==> src/rtl/display_scan_controller.sv <==
// rtl/display_scan_controller.sv - 4-digit common-anode 7-segment scan controller with frame-synchronous double buffering
module display_scan_controller #(
    parameter int REFRESH_DIV  = 100000,
    parameter int BLANK_CYCLES = 1000
) (
    input  logic        clk,
    input  logic        rst_n,
    input  logic        enable,
    input  logic        load,
    input  logic [15:0] value_in,
    input  logic [3:0]  dp_in,
    input  logic [3:0]  digit_en,
    output logic [3:0]  anode,
    output logic [6:0]  seg,
    output logic        dp,
    output logic [1:0]  digit_sel,
    output logic        frame_done
);

    localparam int             CW        = (REFRESH_DIV > 1) ? $clog2(REFRESH_DIV) : 1;
    localparam logic [CW-1:0]  CNT_LAST  = CW'(REFRESH_DIV - 1);
    localparam logic [CW-1:0]  BLANK_END = CW'(BLANK_CYCLES);
    localparam logic [CW-1:0]  CNT_ONE   = CW'(1);

    logic [CW-1:0] cnt_q, cnt_d;
    logic [1:0]    digit_q, digit_d;
    logic          run_q, run_d;

    logic [15:0]   pend_val_q, pend_val_d;
    logic [3:0]    pend_dp_q, pend_dp_d;
    logic [3:0]    pend_en_q, pend_en_d;
    logic [15:0]   act_val_q, act_val_d;
    logic [3:0]    act_dp_q, act_dp_d;
    logic [3:0]    act_en_q, act_en_d;

    logic [3:0]    anode_q, anode_d;
    logic [6:0]    seg_q, seg_d;
    logic          dp_q, dp_d;
    logic          frame_done_q, frame_done_d;

    logic [1:0]    slot_idx;
    logic [3:0]    nibble;
    logic          in_blank;
    logic          show;

    // Segment order {g,f,e,d,c,b,a}, active low.
    function automatic logic [6:0] hex_to_seg(input logic [3:0] n);
        case (n)
            4'h0:    hex_to_seg = 7'h40;
            4'h1:    hex_to_seg = 7'h79;
            4'h2:    hex_to_seg = 7'h24;
            4'h3:    hex_to_seg = 7'h30;
            4'h4:    hex_to_seg = 7'h19;
            4'h5:    hex_to_seg = 7'h12;
            4'h6:    hex_to_seg = 7'h02;
            4'h7:    hex_to_seg = 7'h78;
            4'h8:    hex_to_seg = 7'h00;
            4'h9:    hex_to_seg = 7'h10;
            4'hA:    hex_to_seg = 7'h08;
            4'hB:    hex_to_seg = 7'h03;
            4'hC:    hex_to_seg = 7'h46;
            4'hD:    hex_to_seg = 7'h21;
            4'hE:    hex_to_seg = 7'h06;
            default: hex_to_seg = 7'h0E;
        endcase
    endfunction

    always_comb begin
        pend_val_d   = pend_val_q;
        pend_dp_d    = pend_dp_q;
        pend_en_d    = pend_en_q;
        act_val_d    = act_val_q;
        act_dp_d     = act_dp_q;
        act_en_d     = act_en_q;
        cnt_d        = cnt_q;
        digit_d      = digit_q;
        run_d        = enable;

        if (load) begin
            pend_val_d = value_in;
            pend_dp_d  = dp_in;
            pend_en_d  = digit_en;
        end

        if (!enable) begin
            cnt_d   = '0;
            digit_d = 2'd0;
        end else if (!run_q) begin
            // First enabled edge: restart at digit 0 with a fresh buffer swap.
            cnt_d     = '0;
            digit_d   = 2'd0;
            act_val_d = pend_val_d;
            act_dp_d  = pend_dp_d;
            act_en_d  = pend_en_d;
        end else if (cnt_q == CNT_LAST) begin
            cnt_d   = '0;
            digit_d = digit_q + 2'd1;
            // Using the _d pending values lets a load on the boundary cycle land directly.
            if (digit_q == 2'd3) begin
                act_val_d = pend_val_d;
                act_dp_d  = pend_dp_d;
                act_en_d  = pend_en_d;
            end
        end else begin
            cnt_d = cnt_q + CNT_ONE;
        end

        // Outputs are derived from next state so they change on the same edge as the scan.
        slot_idx = 2'd3 - digit_d;
        nibble   = act_val_d[{slot_idx, 2'b00} +: 4];
        in_blank = (BLANK_CYCLES != 0) && (cnt_d < BLANK_END);
        show     = enable && act_en_d[slot_idx] && !in_blank;

        anode_d = 4'b1111;
        seg_d   = 7'h7F;
        dp_d    = 1'b1;
        if (show) begin
            anode_d = ~(4'b1000 >> digit_d);
            seg_d   = hex_to_seg(nibble);
            dp_d    = ~act_dp_d[slot_idx];
        end

        frame_done_d = enable && (digit_d == 2'd3) && (cnt_d == CNT_LAST);
    end

    always_ff @(posedge clk or negedge rst_n) begin
        if (!rst_n) begin
            cnt_q        <= '0;
            digit_q      <= 2'd0;
            run_q        <= 1'b1;
            pend_val_q   <= 16'h0000;
            pend_dp_q    <= 4'b0000;
            pend_en_q    <= 4'b1111;
            act_val_q    <= 16'h0000;
            act_dp_q     <= 4'b0000;
            act_en_q     <= 4'b1111;
            anode_q      <= 4'b1111;
            seg_q        <= 7'h7F;
            dp_q         <= 1'b1;
            frame_done_q <= 1'b0;
        end else begin
            cnt_q        <= cnt_d;
            digit_q      <= digit_d;
            run_q        <= run_d;
            pend_val_q   <= pend_val_d;
            pend_dp_q    <= pend_dp_d;
            pend_en_q    <= pend_en_d;
            act_val_q    <= act_val_d;
            act_dp_q     <= act_dp_d;
            act_en_q     <= act_en_d;
            anode_q      <= anode_d;
            seg_q        <= seg_d;
            dp_q         <= dp_d;
            frame_done_q <= frame_done_d;
        end
    end

    assign anode      = anode_q;
    assign seg        = seg_q;
    assign dp         = dp_q;
    assign digit_sel  = digit_q;
    assign frame_done = frame_done_q;

endmodule

==> config.mk <==
export PLATFORM = sky130hd
export DESIGN_NAME = display_scan_controller
export DESIGN_NICKNAME = d
export VERILOG_FILES = /design/src/rtl/display_scan_controller.sv
export SDC_FILE = /design/constraint.sdc
export NUM_CORES = 1
export LEC_CHECK = 0
export BUFFER_PORTS_ARGS = -buffer_cell sky130_fd_sc_hd__clkbuf_2
export CAP_MARGIN = 20
export CORE_MARGIN = 2
export CORE_UTILIZATION = 59
export CTS_BUF_LIST = sky130_fd_sc_hd__clkbuf_16
export DETAILED_ROUTE_END_ITERATION = 10
export PLACE_DENSITY = 0.88
export SYNTH_ARGS = -nofsm -noshare
export SYNTH_HDL_FRONTEND = slang
export SYNTH_SLANG_ARGS = --single-unit
==> constraint.sdc <==
create_clock -name clk -period 5.2 [get_ports clk]
set_clock_uncertainty 0.2 [all_clocks]
set_input_delay 1.04 -clock clk [delete_from_list [all_inputs] [get_ports clk]]
set_output_delay 1.04 -clock clk [all_outputs]
set_load 0.01 [all_outputs]
Word-level counts from Yosys, hierarchy flattened. Memory sizes are Yosys's and may differ from the RTL's. Index checks and enable logic that the tools add are counted.

Bitwise gates (word level): 2. Add/sub/neg operators: 3. $lt $le $gt $ge: 2. Muxes and demuxes: 28. Shift-type cells: 2. Reductions and logical operators: 5. Equality and inequality tests: 4.

Operators by type and width (count): $mux 16 (5); $mux 17 (3); $mux 4 (11); $eq 17x17->1 const B (2); $add 17x1->17 const B (1); $lt 17x10->1 const B (1); $shiftx 16x5->4 (1); $mux 7 (1); $mux 2 (3); $bmux 1 s2 (2); $eq 2x2->1 const B (2); $logic_and 1x1->1 (4); $not 4->4 (1); $shr 4x2->4 const A (1); $lt 2x3->1 const B (1); $mux 1 (3); $add 2x1->2 const B (1); $sub 2x2->2 const A (1); $logic_not 1->1 (1); $not 1->1 (1).

Input bits: 28. Bits in read-only memories: 112. Memories kept: 1. Bits in registers: 81.

Memories: (name not given) (depth 16, bits a word 7, rd ports 1, clocked after memory_dff 0, wr ports 0, line 48) `case (n)`.

Logic depth before layout (Yosys ltp). Gate-level depths: netlist (run 1).

Word-level depth: 10. Mapped depth: 14. Mapped depth without buffers: 14.

Worst setup path before layout (run 1). OpenSTA, ideal clock, no wires.

Path kind: in2reg. Start point: input port load. End point: register seg_q[0] (netlist: seg[0]). Path slack: 1207 ps. Required time: 4895 ps. Stages on the path: 12. Buffers on the path: 3. Arrival: 3687 ps. Cells stage by stage: clkbuf_1 buf_2 buf_1 mux2_2 mux2_2 mux2i_1 mux2i_1 inv_1 ha_1 nor3b_1 o21a_1 o41ai_1.

RTL lines: from (decl) (line 9) `input logic load,`; $mux 16 * (line 79) `if (load) begin`; named net pend_val_d[9] (line 29) `logic [15:0] pend_val_q, pend_val_d;`; $mux 16 (line 99) `if (digit_q == 2'd3) begin`; $mux 16 (line 95) `end else if (cnt_q == CNT_LAST) begin`; $mux 16 * (line 88) `end else if (!run_q) begin`; $mux 16 * (line 85) `if (!enable) begin`; named net act_val_d[9] (line 32) `logic [15:0] act_val_q, act_val_d;`; $shiftx 16x5->4 * (line 110) `nibble = act_val_d[{slot_idx, 2'b00} +: 4];`; $mem_v2 16x7 *; $mux 7 * (line 117) `if (show) begin`; named net seg_d[0] (line 37) `logic [6:0] seg_q, seg_d;`; to (signal assigned) (line 152) `seg_q <= seg_d;`; to (decl) (line 37).

Mark *: on every way through the listed nets, which the timed path passes. The rest lies on a longest branch. The select of a mux whose other input is x is not followed.

Worst setup path after layout (run 1).
Start point: register cnt_q[0]. End point: register seg_q[0] (netlist: seg[0]).

Word-level cells in the longest chain between the ends: 10.

RTL lines: from (decl) (line 25) `logic [CW-1:0] cnt_q, cnt_d;`; from (signal assigned) (line 142) `cnt_q <= cnt_d;`; $eq 17x17->1 * (line 95); $mux 2 * (line 95); $mux 2 * (line 88); $mux 2 * (line 85); named net digit_d[1] (line 26) `logic [1:0] digit_q, digit_d;`; $sub 2x2->2 * (line 109) `slot_idx = 2'd3 - digit_d;`; parallel branches: the longest is 4 deep, another holds $mem_v2 16x7; $mux 7 * (line 117); named net seg_d[0] (line 37).

Mark *: on every way through the listed nets, which the timed path passes. The select of a mux whose other input is x is not followed.

==> results of run 1 <==
[metrics by stage]
stage,cell area [sq um],power [mW],setup WS (ns)
finish,4610,1.50,1.01
global placement,4330,0.906,1.06
global route,4610,1.57,0.762
CTS,4610,1.52,1.00
detailed placement,4330,0.921,0.917
floorplan,4060,0.859,1.21
[cells in the final DEF, fill, tap and decap left out, types with 3 or more instances in the layout]
cell type / synthesis / routed
ha_1: 6 / 6
buf_4: 1 / 3
a31oi_1: 4 / 4
o221ai_1: 4 / 4
o21a_1: 3 / 3
xor2_1: 7 / 7
nand2_1: 18 / 18
nor3_1: 12 / 12
o21ai_0: 5 / 5
xnor2_1: 11 / 11
mux2_2: 43 / 43
nor2b_1: 3 / 3
clkbuf_2: 0 / 41
nor2_1: 36 / 36
mux2i_1: 12 / 12
nand3_1: 18 / 18
and2_1: 4 / 4
dfrtp_1: 60 / 60
o211ai_1: 5 / 5
a21oi_1: 8 / 8
and3_1: 4 / 4
clkinvlp_4: 0 / 3
dfstp_2: 21 / 21
inv_1: 16 / 16
clkbuf_16: 0 / 9
[metal layers]
metal | track usage (%) | up-vias | wire length [um]
met5 | 0 | - | 0
met4 | 10.7 | 0 | 182
met3 | 5.97 | 22 | 423
met2 | 40.6 | 106 | 4160
met1 | 29.3 | 1444 | 3420
li1 | - | 1355 | -
[power by group through the flow]
stage / Sequential [mW] / Combinational, mW / Clock, mW
floorplan: 0.713 / 0.146 / 0
global placement: 0.716 / 0.190 / 0
detailed placement: 0.720 / 0.202 / 0
CTS: 0.710 / 0.206 / 0.600
global route: 0.715 / 0.227 / 0.624
finish: 0.710 / 0.206 / 0.587
[sequential cells by signal (all words and copies together) (netlist names)]
name        flops
act_dp_q        4
act_en_q        4
act_val_q      16
anode           4
cnt_q          17
digit_sel       2
dp              1
frame_done      1
pend_dp_q       4
pend_en_q       4
pend_val_q     16
run_q           1
seg             7
[kinds of logic (layout without fill, tap and decap cells)]
group | after synthesis | count (layout) | share of synthesized area [%]
flops | 81 | 81 | 50.6
simple gates | 116 | 116 | 15.4
xor+xnor | 19 | 19 | 4.28
mux | 57 | 57 | 15.8
compound gates | 45 | 45 | 8.90
fa+ha+maj | 6 | 6 | 1.85
buf+inv | 29 | 78 | 3.20
[worst max path at each step]
stage,endpoint,slack (ns),cells after the start
after floorplan,seg[0],1.21,12
after global placement,seg[0],1.06,10
after detailed placement,seg[0],0.92,10
after CTS,seg[0],1.00,14
after global routing,seg[0],0.76,13
final,seg[0],1.01,14
[final cells by class]
class	instances	share of cell area (%)
multi-input combinational	243	40.8
inverter	18	1.47
clock buffer	9	4.89
timing repair buffer	44	4.94
sequential	81	44.6
tap	80	2.17
clock inverter	7	1.17
==> results.cfg, run 1 <==
[setup_path]
arrival_ns = 4.24
slowest_stage = dfrtp_1
path_max_fanout = 12
cp-start-kind = register
crit_family = simple AND/OR/NAND/NOR gates
r2r-start = cnt_q[0]
worstPathCellList = ha_1 -> and4_1 -> nor2b_1 -> nand3_1 -> a21o_1 -> buf_4 -> inv_2 -> mux2_2 -> mux2i_1 -> inv_1 -> ha_1 -> nor2b_1 -> a2111oi_0 -> o41ai_1
required_ns = 5.25
r2r_end = seg[0]
ff2ff_path_depth = 14
worstSetupStartpoint = cnt_q[0]
end_kind = register
critPathKind = register to register
critPathBufInv = 3
r2r_slack_ns = 1.01
cpPeakStageDelay_ns = 0.41

[clock_tree]
clock-sinks = 81
cts_setup_buffers = 0
clk_pin_slew_ns = 0.06
cts_tree = built
post_cts_resized = 0
clock_path_buffers = 2
htreeDepth = 3
postCtsHoldBufs = 0
numCtsBuffers = 9
insertion_delay_ns = 0.33
root_buffer = clkbuf_16

[global_route]
grt_max_degree = 82
grt_usage_pct = 24.1
overflow = 0
grt_first_pass_wirelength_um = 14100
grt_antenna_before_repair = 0
grt_pass1_vias = 3031

[outcome]
outcome = completed

[sta]
period_needed_ns = 4.19
slew_viol_final = 0
min_period_over_period_pct = 80.5
finalSetupViolCount = 0
fin_tns_setup_ns = 0
hold_viol = 0
clock.fmax_mhz = 239
rsz0062_at_grt = no
relSlewSlack_pct = 35.5
hold_slack_ns = 0.295
worstMarginPinSlew_ns = 0.967

[cells_and_area]
multiInputGateArea_sq_um = 1880
postLayoutCoreUtil_pct = 68.5
nets = 431
antenna_cells = 0
seqCellArea_sq_um = 2050
fillers = 470
area_growth_pct = 13.4
drive_gt1_share_pct = 35.8
final_cells = 482

[placed_design]
portBuffers = 42
place_congestion = 0.879
detailed_place_hpwl_um = 5700
numPlacedInstances = 466

[die]
die_h_um = 87.0
fp.dieW_um = 87.0
rows = 30
core_sq_um = 6720
initial_utilization_pct = 60.4
io_pins = 43
dieArea_sq_um = 7560

[logic_synthesis]
yosysTopAreaCell = dfrtp_1
synthesis.area_sq_um = 4060
synthFlopType = dfrtp_1
synthCells = 353
ys_async_sr_fraction_pct = 100
yosysMostFrequentCell = dfrtp_1
ys_ff_latch = 81
syn-num-nets = 387
yosysWarnings = 0
yosysTopAreaCellShare_pct = 37.0
synth_edf_count = 0
synth.distinct_cells = 63
syn_area_per_cell_sq_um = 11.5
synth_seq_area_share_pct = 50.6
ys_top_cells_by_count = 60 x dfrtp_1, 43 x mux2_2, 36 x nor2_1, 21 x dfstp_2
synth_area_leaders = dfrtp_1 37%, dfstp_2 14%, mux2_2 12%, nor2_1 3.3%, mux2i_1 3.0%

[route]
vias = 2927
first_pass_iters = 4
ant_nets = 0
drt_iter0_drc = 168
wl_per_cell_um = 17.0
drcViolationCount = 0
vias_per_cell = 6.07
wirelength_um = 8180

[power_and_ir_drop]
p_int_mw = 1.11
power.net_switching_mw = 0.395
ir_drop_v = 0.000201
power_density_nw_per_um2 = 326
switching_share_pct = 26.3
leakage_nw = 1.90
clkPwrFrac_pct = 39.0
combPwrFrac_pct = 13.7
seq_power_share_pct = 47.2

[flow_run]
maxCapViolCount = 0

[worst_hold_path]
holdPathStages = 1
hold_class = register to register
hp-start = pend_dp_q[3]
whs_endpoint = pend_dp_q[3]
Power figures use the tool's default switching activity.
==> run 2, diff against run 1 <==
ABC_AREA = 1   (was default)
clock period = 4.4 ns   (was 5.2 ns; I/O delays follow)
==> run 2 against run 1 <==
Against the previous run:
- synthesized cell count up 46%
- power rose by 19%
- hold slack worse by 0.018 ns
- critical endpoint is now seg[5]
- utilization rose by 0.81 points
- critical path type unchanged
- die area up 2.8%
- final area is 2.9% higher
- combinational power increased by 3%
- maximum frequency increased by 32%
- register-to-register slack improved by 0.21 ns
- non-clock buffer count decreased by 1
- critical path depth is 4 higher
- first-iteration DRC count is 110% higher
==> results.cfg, run 2 <==
[cells_and_area]
final_common_cell = nand2_1
drive_gt1_share_pct = 25.8
area_growth_pct = 13.4
reg_top3 = cnt_q: 17 flops, act_val_q: 16 flops, pend_val_q: 16 flops
nets = 594
largest_reg_flops = 17
antenna_cells = 0
regMostFlops = cnt_q
stdcell_area_sq_um = 4740
final_cell_mix = 196 x nand2_1, 60 x dfrtp_1, 53 x inv_1

[route]
drt_iter0_drc = 346
drcViolationCount = 0
wl_per_cell_um = 14.4
vias_per_cell = 5.30
vias = 3506
ant_nets = 0
wirelength_um = 9500
first_pass_iters = 5

[placed_design]
place_congestion = 0.975
detailed_place_hpwl_um = 6380
post_dp_cell_area_sq_um = 4440
portBuffers = 42

[global_route]
met2_usage_pct = 40.3
overflow = 0
grt_antenna_before_repair = 0
grt_max_degree = 82
grt_util_met1_pct = 36.9
grt_usage_pct = 26.3
grt_first_pass_wirelength_um = 15500
grt_pass1_vias = 3338
use_met3_pct = 4.71
grt-busiest-layer = met2

[setup_path]
r2r-start = cnt_q[0]
crit_family = simple AND/OR/NAND/NOR gates
arrival_ns = 3.23
worstPathCellList = ha_1 -> nand3_1 -> inv_2 -> nand4_4 -> nand2_4 -> nand2_4 -> clkinv_2 -> nand2_1 -> nand2_1 -> nand2_1 -> nand2_1 -> nor2_4 -> inv_1 -> ha_1 -> o21ai_2 -> nand2_1 -> nand2_1 -> nand3_1
critPathBufInv = 3
end_kind = register
cpPeakStageDelay_ns = 0.45
slowest_stage = dfrtp_1
required_ns = 4.45
critPathKind = register to register
worstSetupStartpoint = cnt_q[0]
path_max_fanout = 29
crit_path_frequent_cell = nand2_1
cp-start-kind = register

[logic_synthesis]
synth_seq_area_share_pct = 49.1
ys_ff_latch = 81
synthFlopType = dfrtp_1
ys_top_cells_by_count = 196 x nand2_1, 60 x dfrtp_1, 53 x inv_1, 36 x nand3_1, 30 x nor2_1
yosysTopAreaCellShare_pct = 35.9
ys_async_sr_fraction_pct = 100
synthesis.area_sq_um = 4180
yosysWarnings = 0
synthCells = 517
syn_area_per_cell_sq_um = 8.08
yosysMostFrequentCell = nand2_1
yosysTopAreaCell = dfrtp_1
synth.distinct_cells = 35
syn-num-nets = 551
synth_area_leaders = dfrtp_1 36%, nand2_1 18%, dfstp_2 13%, inv_1 4.8%, nand3_1 4.3%
synth_edf_count = 0

[sta]
rsz0062_at_grt = no
period_needed_ns = 3.18
finalSetupViolCount = 0
fin_tns_setup_ns = 0
worstMarginPinSlew_ns = 0.987
min_period_over_period_pct = 72.3
hold_viol = 0
slew_viol_final = 0
relSlewSlack_pct = 34.2
clock.fmax_mhz = 314

[die]
die_h_um = 88.2
io_pins = 43
dieArea_sq_um = 7770
core_sq_um = 6830
fp.dieW_um = 88.2
rows = 30
initial_utilization_pct = 61.2

[clock_tree]
insertion_delay_ns = 0.34
root_buffer = clkbuf_16
post_cts_resized = 0
cts_setup_buffers = 0
clock_path_buffers = 2
clock-sinks = 81
numCtsBuffers = 9
clk_pin_slew_ns = 0.06
cts_tree = built
htreeDepth = 3
postCtsHoldBufs = 0

[outcome]
outcome = completed

[worst_hold_path]
hp-start = pend_dp_q[1]
hold_class = register to register

[flow_run]
maxCapViolCount = 0

[power_and_ir_drop]
power_density_nw_per_um2 = 378
ir_drop_v = 0.000315
leakage_nw = 2.54
run 2: changes by cell type after synthesis, moves of 11 or more:
cell	previous run	this run
nand2_2	0	24
nand3_1	18	36
mux2i_1	12	1
nand2_1	18	196
inv_2	2	14
mux2_2	43	0
inv_1	16	53
run 2: cell families after synthesis:
logic type      synth area share, %
xor+xnor                      0.629
flops                          49.1
simple gates                   37.2
fa+ha+maj                      1.80
mux                           0.240
compound gates                 2.78
buf+inv                        8.20
run 2: stage by stage:
stage                     util, %  power [mW]  instances  setup WS, ns  hold WS, ns
after CTS                    69.4        1.79        661          1.27        0.275
after detailed placement     64.9        1.04        645          1.29        0.256
after global placement       64.9        1.03        645          1.41        0.253
after global routing         69.4        1.86        661          1.01        0.296
after floorplan                 -       0.975        517          1.59        0.233
final                        69.4        1.79        661          1.22        0.277
run 2: final timing paths:
path / endpoint / slack [ns] / depth (start not counted)
worst max-delay path: seg[5] / 1.22 / 18
worst min-delay path: pend_dp_q[1] / 0.28 / 2
worst max register to register: seg[5] / 1.22 / 18
worst min register to register: pend_dp_q[1] / 0.28 / 2
max in group asynchronous: pend_val_q[9] / 2.86 / 1
min in group asynchronous: pend_val_q[2] / 0.50 / 1
run 2: layout make-up:
type                            instances  area [sq um]
Timing Repair Buffer                   43           220
Clock buffer                            9           225
Inverter                               69           260
Clock inverter                          7          76.3
Multi-Input combinational cell        356          1780
Tap cell                               96           120
Fill cell                             508          2090
Sequential cell                        81          2050
run 2: power breakdown:
part,switching (mW),internal (mW)
registers,0.0185,0.804
logic,0.146,0.0663
clock network,0.312,0.444
total,0.476,1.31
run 2: layer usage:
layer | routed length, um | share of wire (%)
met2 | 4440 | 47
met3 | 527 | 5.5
met5 | 0 | 0
met4 | 269 | 2.8
met1 | 4270 | 45
run 2: worst reg2reg max path: cells and delay by family, from the launching register on:
| kind | cells | cell delay [ns] |
|---|---|---|
| buf+inv | 3 | 0.48 |
| compound gates | 1 | 0.09 |
| simple gates | 12 | 1.40 |
| fa+ha+maj | 2 | 0.49 |
| flops | 1 | 0.45 |
